**src/rtl/rggen_rtl_pkg.sv**
```systemverilog
// Shared register-bus types used by the bus bridges, the arbiter and the register-block adapter.
package rggen_rtl_pkg;

    typedef enum logic [1:0] {
        RGGEN_READ          = 2'b10,
        RGGEN_POSTED_WRITE  = 2'b01,
        RGGEN_WRITE         = 2'b11
    } rggen_access;

    typedef enum logic [1:0] {
        RGGEN_OKAY          = 2'b00,
        RGGEN_EXOKAY        = 2'b01,
        RGGEN_SLAVE_ERROR   = 2'b10,
        RGGEN_DECODE_ERROR  = 2'b11
    } rggen_status;

    typedef enum logic {
        RGGEN_ARB_IDLE,
        RGGEN_ARB_BUSY
    } rggen_arb_state;

endpackage

```
**src/rtl/rggen_rr_arbiter.sv**
```systemverilog
// Round-robin request arbiter with a rotating priority pointer.
// The pointer advances past the completing winner whenever i_update is asserted.
module rggen_rr_arbiter #(
    parameter int N = 2
) (
    input  logic         i_clk,
    input  logic         i_rst_n,
    input  logic [N-1:0] i_request,
    input  logic         i_update,
    input  logic [N-1:0] i_winner,
    output logic [N-1:0] o_grant
);
    localparam int PW = (N > 1) ? $clog2(N) : 1;

    logic [PW-1:0] r_pointer;
    logic [PW-1:0] w_winner_index;
    logic [PW-1:0] w_next_pointer;

    // Search starts at the pointer and wraps modulo N; first requester found wins.
    always_comb begin
        logic w_found;
        int   w_sum;
        o_grant = '0;
        w_found = 1'b0;
        w_sum   = 0;
        for (int i = 0; i < N; i++) begin
            w_sum = int'(r_pointer) + i;
            if (w_sum >= N) begin
                w_sum = w_sum - N;
            end
            if (!w_found && i_request[PW'(w_sum)]) begin
                o_grant[PW'(w_sum)] = 1'b1;
                w_found             = 1'b1;
            end
        end
    end

    always_comb begin
        w_winner_index = '0;
        for (int i = 0; i < N; i++) begin
            if (i_winner[i]) begin
                w_winner_index = PW'(i);
            end
        end
    end

    assign w_next_pointer = (w_winner_index == PW'(N - 1)) ? '0 : w_winner_index + PW'(1);

    always_ff @(posedge i_clk or negedge i_rst_n) begin
        if (!i_rst_n) begin
            r_pointer <= '0;
        end else if (i_update) begin
            r_pointer <= w_next_pointer;
        end
    end

endmodule

```
**src/rtl/rggen_bus_arbiter.sv**
```systemverilog
// Shares one register-bus slave port among HOSTS masters with round-robin arbitration;
// the grant is held from acceptance until the downstream ready and responses go only to the owner.
module rggen_bus_arbiter
    import rggen_rtl_pkg::*;
#(
    parameter int HOSTS         = 2,
    parameter int ADDRESS_WIDTH = 16,
    parameter int BUS_WIDTH     = 32
) (
    input  logic                       i_clk,
    input  logic                       i_rst_n,
    input  logic [HOSTS-1:0]           i_valid,
    input  rggen_access                i_access     [HOSTS],
    input  logic [ADDRESS_WIDTH-1:0]   i_address    [HOSTS],
    input  logic [BUS_WIDTH-1:0]       i_write_data [HOSTS],
    input  logic [BUS_WIDTH/8-1:0]     i_strobe     [HOSTS],
    output logic [HOSTS-1:0]           o_ready,
    output rggen_status                o_status     [HOSTS],
    output logic [BUS_WIDTH-1:0]       o_read_data  [HOSTS],
    output logic [HOSTS-1:0]           o_grant,
    output logic                       o_bus_valid,
    output rggen_access                o_bus_access,
    output logic [ADDRESS_WIDTH-1:0]   o_bus_address,
    output logic [BUS_WIDTH-1:0]       o_bus_write_data,
    output logic [BUS_WIDTH/8-1:0]     o_bus_strobe,
    input  logic                       i_bus_ready,
    input  rggen_status                i_bus_status,
    input  logic [BUS_WIDTH-1:0]       i_bus_read_data
);
    rggen_arb_state             r_state;
    logic [HOSTS-1:0]           r_grant;
    logic [HOSTS-1:0]           w_arb_grant;
    logic [HOSTS-1:0]           w_grant;
    logic                       w_bus_valid;
    logic                       w_complete;
    logic [1:0]                 w_access;
    logic [ADDRESS_WIDTH-1:0]   w_address;
    logic [BUS_WIDTH-1:0]       w_write_data;
    logic [BUS_WIDTH/8-1:0]     w_strobe;

    rggen_rr_arbiter #(
        .N  (HOSTS)
    ) u_rr_arbiter (
        .i_clk      (i_clk),
        .i_rst_n    (i_rst_n),
        .i_request  (i_valid),
        .i_update   (w_complete),
        .i_winner   (w_grant),
        .o_grant    (w_arb_grant)
    );

    // Reset gates the grant directly so the bus drops the moment i_rst_n falls.
    assign w_grant     = (!i_rst_n) ? '0 :
                         (r_state == RGGEN_ARB_BUSY) ? r_grant : w_arb_grant;
    assign w_bus_valid = |(i_valid & w_grant);
    assign w_complete  = w_bus_valid & i_bus_ready;

    always_comb begin
        w_access     = '0;
        w_address    = '0;
        w_write_data = '0;
        w_strobe     = '0;
        for (int j = 0; j < HOSTS; j++) begin
            if (w_bus_valid && w_grant[j]) begin
                w_access     = w_access     | i_access[j];
                w_address    = w_address    | i_address[j];
                w_write_data = w_write_data | i_write_data[j];
                w_strobe     = w_strobe     | i_strobe[j];
            end
        end
    end

    assign o_grant          = w_grant;
    assign o_bus_valid      = w_bus_valid;
    assign o_bus_access     = rggen_access'(w_access);
    assign o_bus_address    = w_address;
    assign o_bus_write_data = w_write_data;
    assign o_bus_strobe     = w_strobe;

    always_comb begin
        o_ready = '0;
        for (int j = 0; j < HOSTS; j++) begin
            o_ready[j]     = w_grant[j] & w_complete;
            o_status[j]    = w_grant[j] ? i_bus_status : RGGEN_OKAY;
            o_read_data[j] = w_grant[j] ? i_bus_read_data : '0;
        end
    end

    always_ff @(posedge i_clk or negedge i_rst_n) begin
        if (!i_rst_n) begin
            r_state <= RGGEN_ARB_IDLE;
            r_grant <= '0;
        end else begin
            case (r_state)
                RGGEN_ARB_IDLE: begin
                    if (w_bus_valid && !i_bus_ready) begin
                        r_state <= RGGEN_ARB_BUSY;
                        r_grant <= w_arb_grant;
                    end
                end
                RGGEN_ARB_BUSY: begin
                    if (i_bus_ready) begin
                        r_state <= RGGEN_ARB_IDLE;
                        r_grant <= '0;
                    end
                end
                default: begin
                    r_state <= RGGEN_ARB_IDLE;
                    r_grant <= '0;
                end
            endcase
        end
    end

`ifdef RGGEN_ENABLE_SVA
    a_grant_onehot: assert property (@(posedge i_clk) disable iff (!i_rst_n)
        $onehot0(o_grant));
    a_ready_granted: assert property (@(posedge i_clk) disable iff (!i_rst_n)
        ((o_ready & ~o_grant) == '0));
    a_valid_held: assert property (@(posedge i_clk) disable iff (!i_rst_n)
        (o_bus_valid && !i_bus_ready) |=> o_bus_valid);
    a_ready_with_valid: assert property (@(posedge i_clk) disable iff (!i_rst_n)
        i_bus_ready |-> o_bus_valid);
`endif

endmodule

```
**config.mk**
```make
export PLATFORM = sky130hd
export DESIGN_NAME = rggen_bus_arbiter
export DESIGN_NICKNAME = d
export VERILOG_FILES = /design/src/rtl/rggen_rtl_pkg.sv /design/src/rtl/rggen_rr_arbiter.sv /design/src/rtl/rggen_bus_arbiter.sv
export SDC_FILE = /design/constraint.sdc
export NUM_CORES = 1
export LEC_CHECK = 0
export ABC_AREA = 1
export CAP_MARGIN = 15
export CORE_AREA = 4 4 104 106
export DETAILED_ROUTE_END_ITERATION = 6
export DIE_AREA = 0 0 108 110
export DONT_BUFFER_PORTS = 1
export GPL_ROUTABILITY_DRIVEN = 0
export SYNTH_ARGS = -nofsm -noshare
export SYNTH_HDL_FRONTEND = slang
export SYNTH_SLANG_ARGS = --single-unit
```
**constraint.sdc**
```tcl
create_clock -name i_clk -period 1.6 [get_ports i_clk]
set_clock_uncertainty 0.1 [all_clocks]
set_input_delay 0.32 -clock i_clk [delete_from_list [all_inputs] [get_ports i_clk]]
set_output_delay 0.32 -clock i_clk [all_outputs]
set_load 0.01 [all_outputs]
```
Word level (Yosys, flattened, before mapping)
Index checks and enable logic that the tools add are counted.
W data, S select, Z words.
{"block": "totals", "out_inout_bits": 127, "ramBits": 0, "mem_bits_ro": 0, "memories": 0, "elab_cells": 70, "ff_bits": 4, "latch_bits": 0}
{"block": "classes", "eq_ne": 2, "muxes": 35, "order_cmp": 6, "reduce_logical": 10, "mul": 0, "n_bitwise": 10, "n_shift": 0, "div": 0, "n_addsub": 4}
{"cell": "$mux W32", "n": 4}
{"cell": "$mux W16", "n": 2}
{"cell": "$or A32 B32 Y32", "n": 1}
{"cell": "$mux W2", "n": 10}
{"cell": "$or A16 B16 Y16", "n": 1}
{"cell": "$mux W1", "n": 13}
{"cell": "$mux W4", "n": 2}
{"cell": "$logic_and A1 B1 Y1", "n": 6}
{"cell": "$lt A1 B3 Y1 const B", "n": 2}
{"cell": "$ne A2 B2 Y1 const B", "n": 2}
{"cell": "$or A2 B2 Y2", "n": 2}
{"cell": "$or A4 B4 Y4", "n": 1}
{"cell": "$pmux W2 S2", "n": 1}
{"cell": "$and A1 B1 Y1", "n": 3}
{"cell": "$add A1 B1 Y2 const B", "n": 1}
{"cell": "$and A2 B2 Y2", "n": 1}
{"cell": "$demux W1 S1", "n": 2}
{"cell": "$ge A1 B1 Y1 const B", "n": 2}
{"cell": "$ge A1 B2 Y1 const B", "n": 1}
{"cell": "$ge A2 B2 Y1 const B", "n": 1}
{"cell": "$logic_not A1 Y1", "n": 2}
{"cell": "$pmux W1 S2", "n": 1}
{"cell": "$reduce_and A2 Y1", "n": 1}
{"cell": "$reduce_or A2 Y1", "n": 1}
{"cell": "other kinds (3)", "n": 4}

Logic depth before layout (Yosys ltp)
Gate-level depths: netlist (run 1).
{"block": "logic_depth", "ltp_word": 17, "depth_mapped": 9, "depth_no_buf": 8}

Modules after synthesis
A second synthesis (run 1) with hierarchy kept.
{"block": "hier_totals", "cells_unflattened": 336, "hier_area_um2": 1614.0}
{"mod": "rggen_bus_arbiter", "area_per_inst_um2": 1551.5, "seq_area_each_um2": 75.1, "instances": 1, "cells_per_inst": 326}
{"mod": "rggen_rr_arbiter", "area_per_inst_um2": 62.6, "seq_area_each_um2": 25.0, "instances": 1, "cells_per_inst": 10}

Least setup slack after synthesis (run 1)
OpenSTA, ideal clock, no wires.
{"block": "synth_timing", "path_type": "register to output", "from": "reg r_state", "to": "out o_bus_access[0]", "stages_incl_launch_ff": 6, "t_arrival_ps": 1081, "required_ps": 1180, "slack_ps": 99, "path_cell_list": "dfrtp_1 -> nand2_1 -> nand4_2 -> buf_4 -> buf_6 -> nor2_2"}
{"block": "synth_between", "elab_chain_len": 8, "word_cells_on_any_way": 9, "cone_classes": "mux: 4; bitwise: 2; reduce/logical: 3"}
{"element": "from (decl)", "line_no": "rggen_bus_arbiter.sv:30", "source": "rggen_arb_state r_state;"}
{"element": "from (signal assigned)", "line_no": "rggen_bus_arbiter.sv:91", "source": "r_state <= RGGEN_ARB_IDLE;"}
{"element": "from (signal assigned)", "line_no": "rggen_bus_arbiter.sv:97", "source": "r_state <= RGGEN_ARB_BUSY;"}
{"element": "from (signal assigned)", "line_no": "rggen_bus_arbiter.sv:103", "source": "r_state <= RGGEN_ARB_IDLE;"}
{"element": "$mux W2 (*)", "line_no": "rggen_bus_arbiter.sv:54", "source": "(r_state == RGGEN_ARB_BUSY) ? r_grant : w_arb_grant;"}
{"element": "$mux W2 (*)", "line_no": "rggen_bus_arbiter.sv:53", "source": "assign w_grant = (!i_rst_n) ? '0 :"}
{"element": "$and A2 B2 Y2", "line_no": "rggen_bus_arbiter.sv:55", "source": "assign w_bus_valid = |(i_valid & w_grant);"}
{"element": "$reduce_or A2 Y1", "line_no": "rggen_bus_arbiter.sv:55"}
{"element": "$logic_and A1 B1 Y1", "line_no": "rggen_bus_arbiter.sv:64", "source": "if (w_bus_valid && w_grant[j]) begin"}
{"element": "$mux W2", "line_no": "rggen_bus_arbiter.sv:64"}
{"element": "$or A2 B2 Y2", "line_no": "rggen_bus_arbiter.sv:65", "source": "w_access = w_access | i_access[j];"}
{"element": "$mux W2 (*)", "line_no": "rggen_bus_arbiter.sv:64"}
{"element": "to (decl)", "line_no": "rggen_bus_arbiter.sv:22", "source": "output rggen_access o_bus_access,"}
Every way passes the cells marked *; elsewhere a longest branch is shown, timed or not.

Worst setup path in the final report (run 1)
{"block": "layout_timing", "from": "reg u_rr_arbiter.r_pointer", "to": "out o_bus_strobe[0]"}
{"block": "layout_between", "elab_chain_len": 17, "word_cells_on_any_way": 29, "cone_classes": "add/sub: 3; order compare: 6; mux: 12; bitwise: 3; reduce/logical: 5"}
{"element": "from (decl)", "line_no": "rggen_rr_arbiter.sv:15", "source": "logic [PW-1:0] r_pointer;"}
{"element": "from (signal assigned)", "line_no": "rggen_rr_arbiter.sv:53", "source": "r_pointer <= w_next_pointer;"}
{"element": "$add A1 B1 Y2 (tied with other cells)", "line_no": "rggen_rr_arbiter.sv:27", "source": "w_sum = int'(r_pointer) + i;"}
{"element": "$ge A2 B2 Y1 (tied with other cells)", "line_no": "rggen_rr_arbiter.sv:28", "source": "if (w_sum >= N) begin"}
{"element": "$mux W1 (tied with other cells)", "line_no": "rggen_rr_arbiter.sv:28"}
{"element": "$lt A1 B3 Y1 (implied by the code) (tied with other cells)", "line_no": "rggen_rr_arbiter.sv:32", "source": "o_grant[PW'(w_sum)] = 1'b1;"}
{"element": "$logic_and A1 B1 Y1 (implied by the code) / $mux W1 (equally long branches)", "line_no": "rggen_rr_arbiter.sv:32"}
{"element": "$mux W1 (implied by the code) / $demux W1 S1 (equally long branches)"}
{"element": "$demux W1 S1 / $mux W2 (equally long branches)"}
{"element": "$or A2 B2 Y2 (no line)"}
{"element": "$mux W2 (*)", "line_no": "rggen_rr_arbiter.sv:31", "source": "if (!w_found && i_request[PW'(w_sum)]) begin"}
{"element": "$mux W2 (*)", "line_no": "rggen_bus_arbiter.sv:54"}
{"element": "$mux W2 (*)", "line_no": "rggen_bus_arbiter.sv:53"}
{"element": "$and A2 B2 Y2", "line_no": "rggen_bus_arbiter.sv:55"}
{"element": "$reduce_or A2 Y1", "line_no": "rggen_bus_arbiter.sv:55"}
{"element": "$logic_and A1 B1 Y1", "line_no": "rggen_bus_arbiter.sv:64"}
{"element": "$mux W4", "line_no": "rggen_bus_arbiter.sv:64"}
{"element": "$or A4 B4 Y4", "line_no": "rggen_bus_arbiter.sv:68", "source": "w_strobe = w_strobe | i_strobe[j];"}
{"element": "$mux W4 (*)", "line_no": "rggen_bus_arbiter.sv:64"}
{"element": "to (decl)", "line_no": "rggen_bus_arbiter.sv:25", "source": "output logic [BUS_WIDTH/8-1:0] o_bus_strobe,"}
Marks and branches as above.

==> flow_summary_export.csv, run 1 <==
group,metric,value,unit
global_routing,grt_pass1_vias,1176,
setup_path,crit_path_end_kind,"output pin",
timing,hold_viol,0,
finish,syn2layout_area_growth,67.2,%
route,first_iter_violations,34,
logic_synthesis,yosysWarnings,0,
logic_synthesis,synth.most_common_cell,"inv_1",
die,die_w,108,um
timing,post-route-period-util,111,%
clock_network,cts_buffers,3,
setup_path,arrival,1350,ps
die,core_area,9770,um2
die,die_y,110,um
global_routing,antenna_found_initial,0,
clock_network,insertion_delay,220,ps
global_routing,grt_max_degree,36,
global_routing,gr-usage-all-layers,5.70,%
min_path,min_path_type,"input pin to flop",
clock_network,h-tree-depth,1,
logic_synthesis,syn_area_per_cell,4.86,um2
logic_synthesis,synth_edf_count,0,
logic_synthesis,synth.area.top_cells,"inv_1 (29%), nor2_1 (25%), buf_4 (23%), dfrtp_1 (6.3%), nor2_2 (5.3%)",
route,drc,0,
logic_synthesis,yosysUniqueCellTypes,17,
die,num_io_pins,274,
finish,stdcell_count,438,
logic_synthesis,synthCells,245,
place,port-buffer-count,0,
timing,rsz0062_at_grt,"yes",
logic_synthesis,synth_common_cells,"inv_1 (93), nor2_1 (79), buf_4 (37)",
logic_synthesis,yosysSeqAreaShare,6.31,%
route,first_pass_iters,4,
logic_synthesis,synth_top_area_cell,"inv_1",
finish,nets,453,
route,wire_per_inst,9.79,um
timing,finalSetupViolations,90,
power_and_ir_drop,p_int,272,uW
power_and_ir_drop,leakagePower,0.00128,uW
finish,fin_area,1990,um2
clock_network,cts_buffer_depth,2,
finish,final_core_util,20.4,%
place,placed_cell_area,1650,um2
timing,postLayoutSetupSlackWorst,-169,ps
logic_synthesis,ys_seq_elements,3,
power_and_ir_drop,p_clk_share,52.9,%
clock_network,clock-sinks,3,
setup_path,required,1180,ps
die,floorplan.rows,36,
setup_path,cp_max_fo,10,
timing,slew_viol_final,0,
die,start_util,12.2,%
global_routing,grt_pass1_wl,5350,um
finish,drive_above_1_share,39.0,%
power_and_ir_drop,p_sw_share,34.7,%
global_routing,grt_overflow,0,
logic_synthesis,async_flop_share,100,%
setup_path,path_class,"flop to output pin",
setup_path,start_kind,"flop",
power_and_ir_drop,p_switching,145,uW
power_and_ir_drop,pwr-share-seq,18.8,%
power_and_ir_drop,p_per_area,209,nW/um2
place,placed_cells,429,
place,dp_hpwl,3510,um
route,antenna_left,0,
finish,num_antenna_cells,0,
logic_synthesis,synthFlopType,"dfrtp_1",
clock_network,clkTransAtPathRegs,30,ps
route,wl,4290,um
logic_synthesis,synth_area,1190,um2
route,vias,1400,
timing,fmax,0.565,GHz
run,max-cap-violations,0,
status,status,"finished, violations left",
clock_network,tritoncts,"yes",
clock_network,clock-root-buffer,"clkbuf_8",
status,violations,"setup timing",
power_and_ir_drop,combPwrFrac,28.3,%
logic_synthesis,synth_top_cell_area_share,29.3,%
die,dieArea,11900,um2
timing,period_needed,1770,ps
power_and_ir_drop,ir_drop,0.145,mV
route,vias_per_cell,3.20,
-- worst max-delay path, cell delays in order, from the launching register on --
cell and delay, ps:
dfrtp_1 350, inv_1 60, nand2_1 60, nand2_2 90
nand4_4 120, buf_4 180, buf_16 160, nor2_4 110
-- layout make-up --
type / count / area (um2)
Fill cell: 1094 / 7780
Multi-Input combinational cell: 138 / 776
Timing Repair Buffer: 66 / 571
Inverter: 94 / 357
Tap cell: 133 / 166
Sequential cell: 3 / 75.1
Clock buffer: 4 / 45.0
-- worst paths after layout --
check	start	to	slack, ps	depth (start not counted)
min in group asynchronous	i_rst_n	r_grant[0]$_DFFE_PN0P_	260	1
setup reg to reg	r_state$_DFF_PN0_	r_grant[0]$_DFFE_PN0P_	170	8
setup / recovery	u_rr_arbiter.r_pointer$_DFFE_PN0P_	o_bus_strobe[0]	-170	7
max in group asynchronous	i_rst_n	u_rr_arbiter.r_pointer$_DFFE_PN0P_	980	1
hold / removal	i_bus_ready	r_state$_DFF_PN0_	60	1
hold reg to reg	u_rr_arbiter.r_pointer$_DFFE_PN0P_	u_rr_arbiter.r_pointer$_DFFE_PN0P_	350	2
-- what timing repair did --
action | 4_1_cts | 5_1_grt
cloned | 2 | 0
setup buffers | 2 | 0
hold buffers | 1 | 0
resized for setup | 57 | 7
setup endpoints to repair | 90 | 91
hold endpoints to repair | 3 | 0
-- per-stage QoR --
step           hold slack (ps)  worst slack, ps  TNS, ps  total power [uW]
6_report                  61.5             -169   -10040               416
5_1_grt                   55.1             -257   -18840               447
4_1_cts                   56.8             -199   -11470               418
3_5_place_dp             -75.3             2.80        0               170
3_3_place_gp             -75.3             2.07        0               169
2_1_floorplan            -75.6             98.6        0               228
-- cell usage in the layout (no fill, tap or decap), drive strengths merged --
| master | instances |
|---|---|
| inv | 93 |
| clkinvlp | 1 |
| o21ai | 1 |
| dlygate4sd3 | 1 |
| nor2 | 89 |
| nand2 | 7 |
| clkbuf | 4 |
| buf | 65 |
| conb | 36 |
| nand3 | 2 |
| xnor2 | 1 |
| nand4 | 1 |
| dfrtp | 3 |
| a21oi | 1 |
-- power by group through the flow --
stage                     clock (uW)  combinational, uW  sequential, uW
after detailed placement           0               90.6            79.3
after global placement             0               89.8            79.3
after CTS                        227                112            78.4
after global routing             232                136            78.4
final                            220                118            78.5
after floorplan                    0                148            79.2
-- flip-flops by register name, summed over array words and instances, names as in the netlist --
| register | cells |
|---|---|
| r_grant | 1 |
| u_rr_arbiter.r_pointer | 1 |
| r_state | 1 |
-- layer usage --
metal,track usage (%),share of wire [%],vias to the layer above
met1,5.37,32,586
met5,0,0,-
met4,1.89,0.63,0
met2,12.2,56,125
met3,0.932,12,3
li1,-,-,686
-- cell families after synthesis --
logic type	synth area share, %
buf+inv	56.9
xor+xnor	0.736
other cells	0.315
simple gates	34.9
flops	6.31
compound gates	0.840
(Power assumes the default switching activity.)
==> inputs of run 2 (changes only) <==
==> constraint.sdc (replaced) <==
create_clock -name i_clk -period 1.9 [get_ports i_clk]
set_clock_uncertainty 0.1 [all_clocks]
set_input_delay 0.38 -clock i_clk [delete_from_list [all_inputs] [get_ports i_clk]]
set_output_delay 0.38 -clock i_clk [all_outputs]
set_load 0.01 [all_outputs]
==> run 2 against run 1 <==
- the run now ends clean
- sequential share of layout area is 0.54 points higher
- global-route usage is 1.2 points lower
- wire length is 5.9% lower
- critical path type unchanged
- first-iteration DRC count is 41% higher
- register-to-register slack better by 310 ps
- non-clock buffer count is 5 lower
- flip-flop and latch count stayed put
- die area stayed put
- critical path depth is 1 lower
- final cell count is 1.1% lower
==> flow_summary_export.csv, run 2 (synthesis results as in run 1) <==
group,metric,value,unit
status,status,"finished clean",
finish,num_antenna_cells,0,
global_routing,grt_pass1_wl,4340,um
timing,postLayoutSetupSlackWorst,58.6,ps
setup_path,path_buf_inv,3,
global_routing,grt_overflow,0,
min_path,min_path_type,"input pin to flop",
die,core_area,9770,um2
power_and_ir_drop,ir_drop,0.0921,mV
global_routing,gr-usage-all-layers,4.55,%
finish,syn2layout_area_growth,46.3,%
clock_network,tritoncts,"yes",
power_and_ir_drop,leakagePower,0.00127,uW
finish,nets,448,
die,dieArea,11900,um2
route,first_iter_violations,48,
die,start_util,12.2,%
timing,fmax,0.543,GHz
die,floorplan.rows,36,
timing,post-route-period-util,96.9,%
die,die_w,108,um
timing,rsz0062_at_grt,"yes",
clock_network,h-tree-depth,1,
clock_network,insertion_delay,220,ps
timing,hold_viol,0,
global_routing,antenna_found_initial,0,
route,wire_per_inst,9.32,um
setup_path,cpPeakStageDelay,390,ps
timing,slew_viol_final,0,
die,die_y,110,um
setup_path,arrival,1360,ps
setup_path,cp_max_fo,35,
route,first_pass_iters,3,
route,wl,4030,um
setup_path,path_class,"flop to output pin",
setup_path,r2r_slack,480,ps
finish,final_common_cell,"inv_1",
clock_network,post-cts-setup-buffers,0,
place,dp_hpwl,3450,um
route,drc,0,
route,antenna_left,0,
global_routing,grt_pass1_vias,967,
clock_network,clkTransAtPathRegs,30,ps
clock_network,cts_buffer_depth,2,
die,num_io_pins,274,
route,vias,1326,
place,pre_cts_ws,233,ps
route,vias_per_cell,3.06,
setup_path,crit_path_end_kind,"output pin",
run,max-cap-violations,0,
finish,drive_above_1_share,26.7,%
finish,layout_common_cells,"inv_1 (93), nor2_1 (77), buf_4 (56), conb_1 (36), nor2_2 (11)",
finish,reg_top3,"r_grant x1, r_state x1, u_rr_arbiter.r_pointer x1",
finish,final_core_util,17.8,%
timing,finalSetupViolations,0,
place,port-buffer-count,0,
clock_network,clock-sinks,3,
timing,period_needed,1840,ps
setup_path,cp_cell_sequence,"inv_2, nand2_2, nand3_2, buf_12, nor2_1, buf_4",
setup_path,required,1420,ps
clock_network,clock-root-buffer,"clkbuf_8",
setup_path,crit_path_top_delay_cell,"dfrtp_1",
power_and_ir_drop,p_per_area,193,nW/um2
setup_path,path_delay_family,"flip-flops",
setup_path,start_kind,"flop",
clock_network,cts_buffers,3,
global_routing,grt_max_degree,41,
## run 2: routing by layer
| metal | vias up | part of all wire, % | track usage (%) |
|---|---|---|---|
| met5 | - | 0 | 0 |
| met4 | 0 | 0.52 | 1.35 |
| li1 | 675 | - | - |
| met2 | 123 | 56 | 10.2 |
| met1 | 525 | 31 | 3.75 |
| met3 | 3 | 13 | 1.11 |
## run 2: path summary, 6_finish.rpt
kind,startpoint,endpoint,cells after the start
min reg2reg,u_rr_arbiter.r_pointer$_DFFE_PN0P_,u_rr_arbiter.r_pointer$_DFFE_PN0P_,2
max in group asynchronous,i_rst_n,u_rr_arbiter.r_pointer$_DFFE_PN0P_,1
max reg2reg,r_state$_DFF_PN0_,r_grant[0]$_DFFE_PN0P_,7
min,i_bus_ready,r_state$_DFF_PN0_,1
min in group asynchronous,i_rst_n,r_grant[0]$_DFFE_PN0P_,1
max,r_state$_DFF_PN0_,o_status[3],6
## run 2: where the power goes
| group | internal, uW | switching, uW |
|---|---|---|
| combinational | 19.1 | 63.3 |
| clock | 143 | 43.6 |
| sequential | 65.5 | 0.607 |
## run 2: worst register-to-register path: stages, from the launching register on
cell and delay (ps):
dfrtp_1 390, inv_2 70, nand2_2 100, nand4_4 140
clkbuf_16 230, inv_1 150, nand3_1 90, nand2_1 80
## run 2: cell type report
| class | count | area (um2) |
|---|---|---|
| Multi-Input combinational cell | 138 | 591 |
| Inverter | 94 | 353 |
| Fill cell | 1093 | 8030 |
| Timing Repair Buffer | 61 | 510 |
| Clock buffer | 4 | 45.0 |
| Sequential cell | 3 | 75.1 |
| Tap cell | 133 | 166 |
## run 2: per-stage QoR
stage                     instances  setup TNS [ps]  hold slack, ps  total power (uW)  instance area [um2]
after floorplan                 280               0           -15.6               192                 1320
after global placement          427               0           -15.3               142                 1630
after detailed placement        427               0           -15.3               143                 1630
after CTS                       432               0             124               336                 1690
after global routing            433            -287             124               357                 1740
final                           433               0             126               335                 1740
## run 2: timing repair
item / in CTS / in global routing
gates resized for setup: 1 / 6
gates cloned: 0 / 1
endpoints found under the setup margin: 1 / 23
hold buffers: 1 / 0
endpoints found under the hold margin: 3 / 0
==> inputs of run 3 (changes only) <==
--- a/config.mk
+++ b/config.mk
@@ -12,6 +12,7 @@
 export DIE_AREA = 0 0 108 110
 export DONT_BUFFER_PORTS = 1
 export GPL_ROUTABILITY_DRIVEN = 0
+export SETUP_SLACK_MARGIN = 0.15
 export SYNTH_ARGS = -nofsm -noshare
 export SYNTH_HDL_FRONTEND = slang
 export SYNTH_SLANG_ARGS = --single-unit
==> run 3 against run 2 <==
- critical path depth grew 2
- wire length grew 19%
- maximum frequency decreased by 2.6%
- hold slack lost 1.8 ps
- sequential power barely moved
- power is 5.9% higher
- non-clock buffer count grew 8
- first-iteration DRC count shrank 19%
- clock-buffer cell count stayed put
==> flow_summary_export.csv, run 3 (synthesis results as in run 1) <==
group,metric,value,unit
finish,nets,456,
clock_network,clkTransAtPathRegs,30,ps
setup_path,required,1420,ps
die,num_io_pins,274,
timing,fmax,0.529,GHz
finish,drive_above_1_share,45.5,%
clock_network,cts_buffers,3,
route,vias_per_cell,3.27,
finish,fillers,1064,
finish,final_common_cell,"inv_1",
clock_network,cts_buffer_depth,2,
setup_path,path_buf_inv,4,
finish,num_antenna_cells,0,
die,die_w,108,um
global_routing,grt_pass1_vias,986,
finish,fin_area,2180,um2
power_and_ir_drop,p_per_area,163,nW/um2
timing,finalSetupViolations,0,
setup_path,arrival,1410,ps
setup_path,cpPeakStageDelay,360,ps
place,port-buffer-count,0,
power_and_ir_drop,combPwrFrac,28.7,%
status,status,"finished clean",
route,wl,4810,um
power_and_ir_drop,ir_drop,0.0928,mV
route,first_pass_iters,2,
global_routing,grt_max_degree,41,
place,dp_hpwl,3450,um
power_and_ir_drop,p_int,229,uW
timing,rsz0062_at_grt,"yes",
route,first_iter_violations,39,
power_and_ir_drop,p_clk_share,52.6,%
power_and_ir_drop,leakagePower,0.00135,uW
clock_network,h-tree-depth,1,
route,wire_per_inst,10.9,um
power_and_ir_drop,total_power,355,uW
place,placed_cell_area,1630,um2
setup_path,crit_path_end_kind,"output pin",
die,dieArea,11900,um2
finish,syn2layout_area_growth,83.5,%
timing,period_needed,1890,ps
global_routing,grt_pass1_wl,4410,um
timing,post-route-period-util,99.5,%
route,vias,1444,
run,max-cap-violations,0,
setup_path,start_kind,"flop",
clock_network,clock-root-buffer,"clkbuf_8",
timing,hold_viol,0,
power_and_ir_drop,p_sw_share,35.4,%
die,die_y,110,um
clock_network,tritoncts,"yes",
global_routing,grt_overflow,0,
route,antenna_left,0,
power_and_ir_drop,p_switching,126,uW
min_path,min_path_type,"input pin to flop",
timing,slew_viol_final,0,
clock_network,insertion_delay,220,ps
global_routing,antenna_found_initial,0,
clock_network,clock-sinks,3,
setup_path,path_class,"flop to output pin",
setup_path,path_delay_family,"buffers and inverters",
finish,reg_top3,"r_grant x1, r_state x1, u_rr_arbiter.r_pointer x1",
setup_path,cp_max_fo,8,
die,floorplan.rows,36,
setup_path,cp_cell_sequence,"inv_2, nand2_2, nand2_4, nand4_4, buf_12, clkbuf_16, nor2_2, buf_4",
global_routing,gr-usage-all-layers,4.62,%
power_and_ir_drop,pwr-share-seq,18.6,%
route,drc,0,
die,start_util,12.2,%
finish,layout_common_cells,"inv_1 (92), nor2_2 (42), buf_4 (41), conb_1 (36), nor2_1 (27)",
setup_path,crit_path_top_delay_cell,"dfrtp_1",
die,core_area,9770,um2
run 3: cell types whose count changed in the layout (fill, tap and decap cells not counted), sizes merged:
cell	delta
clkbuf	+4
buf	+4
run 3: worst paths after layout:
| check | from | cells past startpoint | slack, ps | endpoint |
|---|---|---|---|---|
| worst max-delay path | u_rr_arbiter.r_pointer$_DFFE_PN0P_ | 8 | 9 | o_bus_write_data[15] |
| worst min-delay path | i_bus_ready | 1 | 120 | r_state$_DFF_PN0_ |
| worst max register to register | r_state$_DFF_PN0_ | 8 | 370 | r_grant[0]$_DFFE_PN0P_ |
| worst min register to register | r_grant[0]$_DFFE_PN0P_ | 2 | 380 | r_grant[0]$_DFFE_PN0P_ |
| max in group asynchronous | i_rst_n | 1 | 1210 | u_rr_arbiter.r_pointer$_DFFE_PN0P_ |
| min in group asynchronous | i_rst_n | 1 | 330 | r_grant[0]$_DFFE_PN0P_ |
run 3: per-stage QoR:
stage,TNS [ps],utilization (%),hold slack (ps),setup WS (ps),std cells
6_report,0,22.3,124,9.33,441
5_1_grt,-1600,22.3,127,-62.3,441
4_1_cts,0,17.8,124,12.6,433
3_5_place_dp,0,16.7,-15.3,233,427
3_3_place_gp,0,16.7,-15.3,232,427
2_1_floorplan,0,-,-15.6,339,280
run 3: layer usage:
metal  vias to the layer above  wire length [um]  track usage, %
li1                        693                 -               -
met1                       625              1520            3.75
met2                       123              2700            10.5
met3                         3               565            1.11
met4                         0                21            1.35
met5                         -                 0               0
run 3: cell type report:
| class | count | area [um2] | share of cell area, % |
|---|---|---|---|
| Multi-Input combinational cell | 138 | 818 | 37.5 |
| Timing Repair Buffer | 69 | 726 | 33.2 |
| Inverter | 94 | 353 | 16.2 |
| Tap cell | 133 | 166 | 7.62 |
| Sequential cell | 3 | 75.1 | 3.44 |
| Clock buffer | 4 | 45.0 | 2.06 |
run 3: repair_timing:
action / 4_1_cts / 5_1_grt
setup endpoints to repair: 65 / 90
gates cloned: 0 / 6
pin swaps: 0 / 3
hold buffers: 1 / 0
hold endpoints to repair: 3 / 0
setup buffers: 1 / 2
resized for setup: 12 / 85
run 3: power by group through the flow:
stage          logic (uW)  clock network, uW  registers, uW
2_1_floorplan         125                  0           66.7
4_1_cts              80.9                190           66.1
5_1_grt               119                193           66.2
3_3_place_gp         75.6                  0           66.8
6_report              102                187           66.1
3_5_place_dp         75.7                  0           66.8
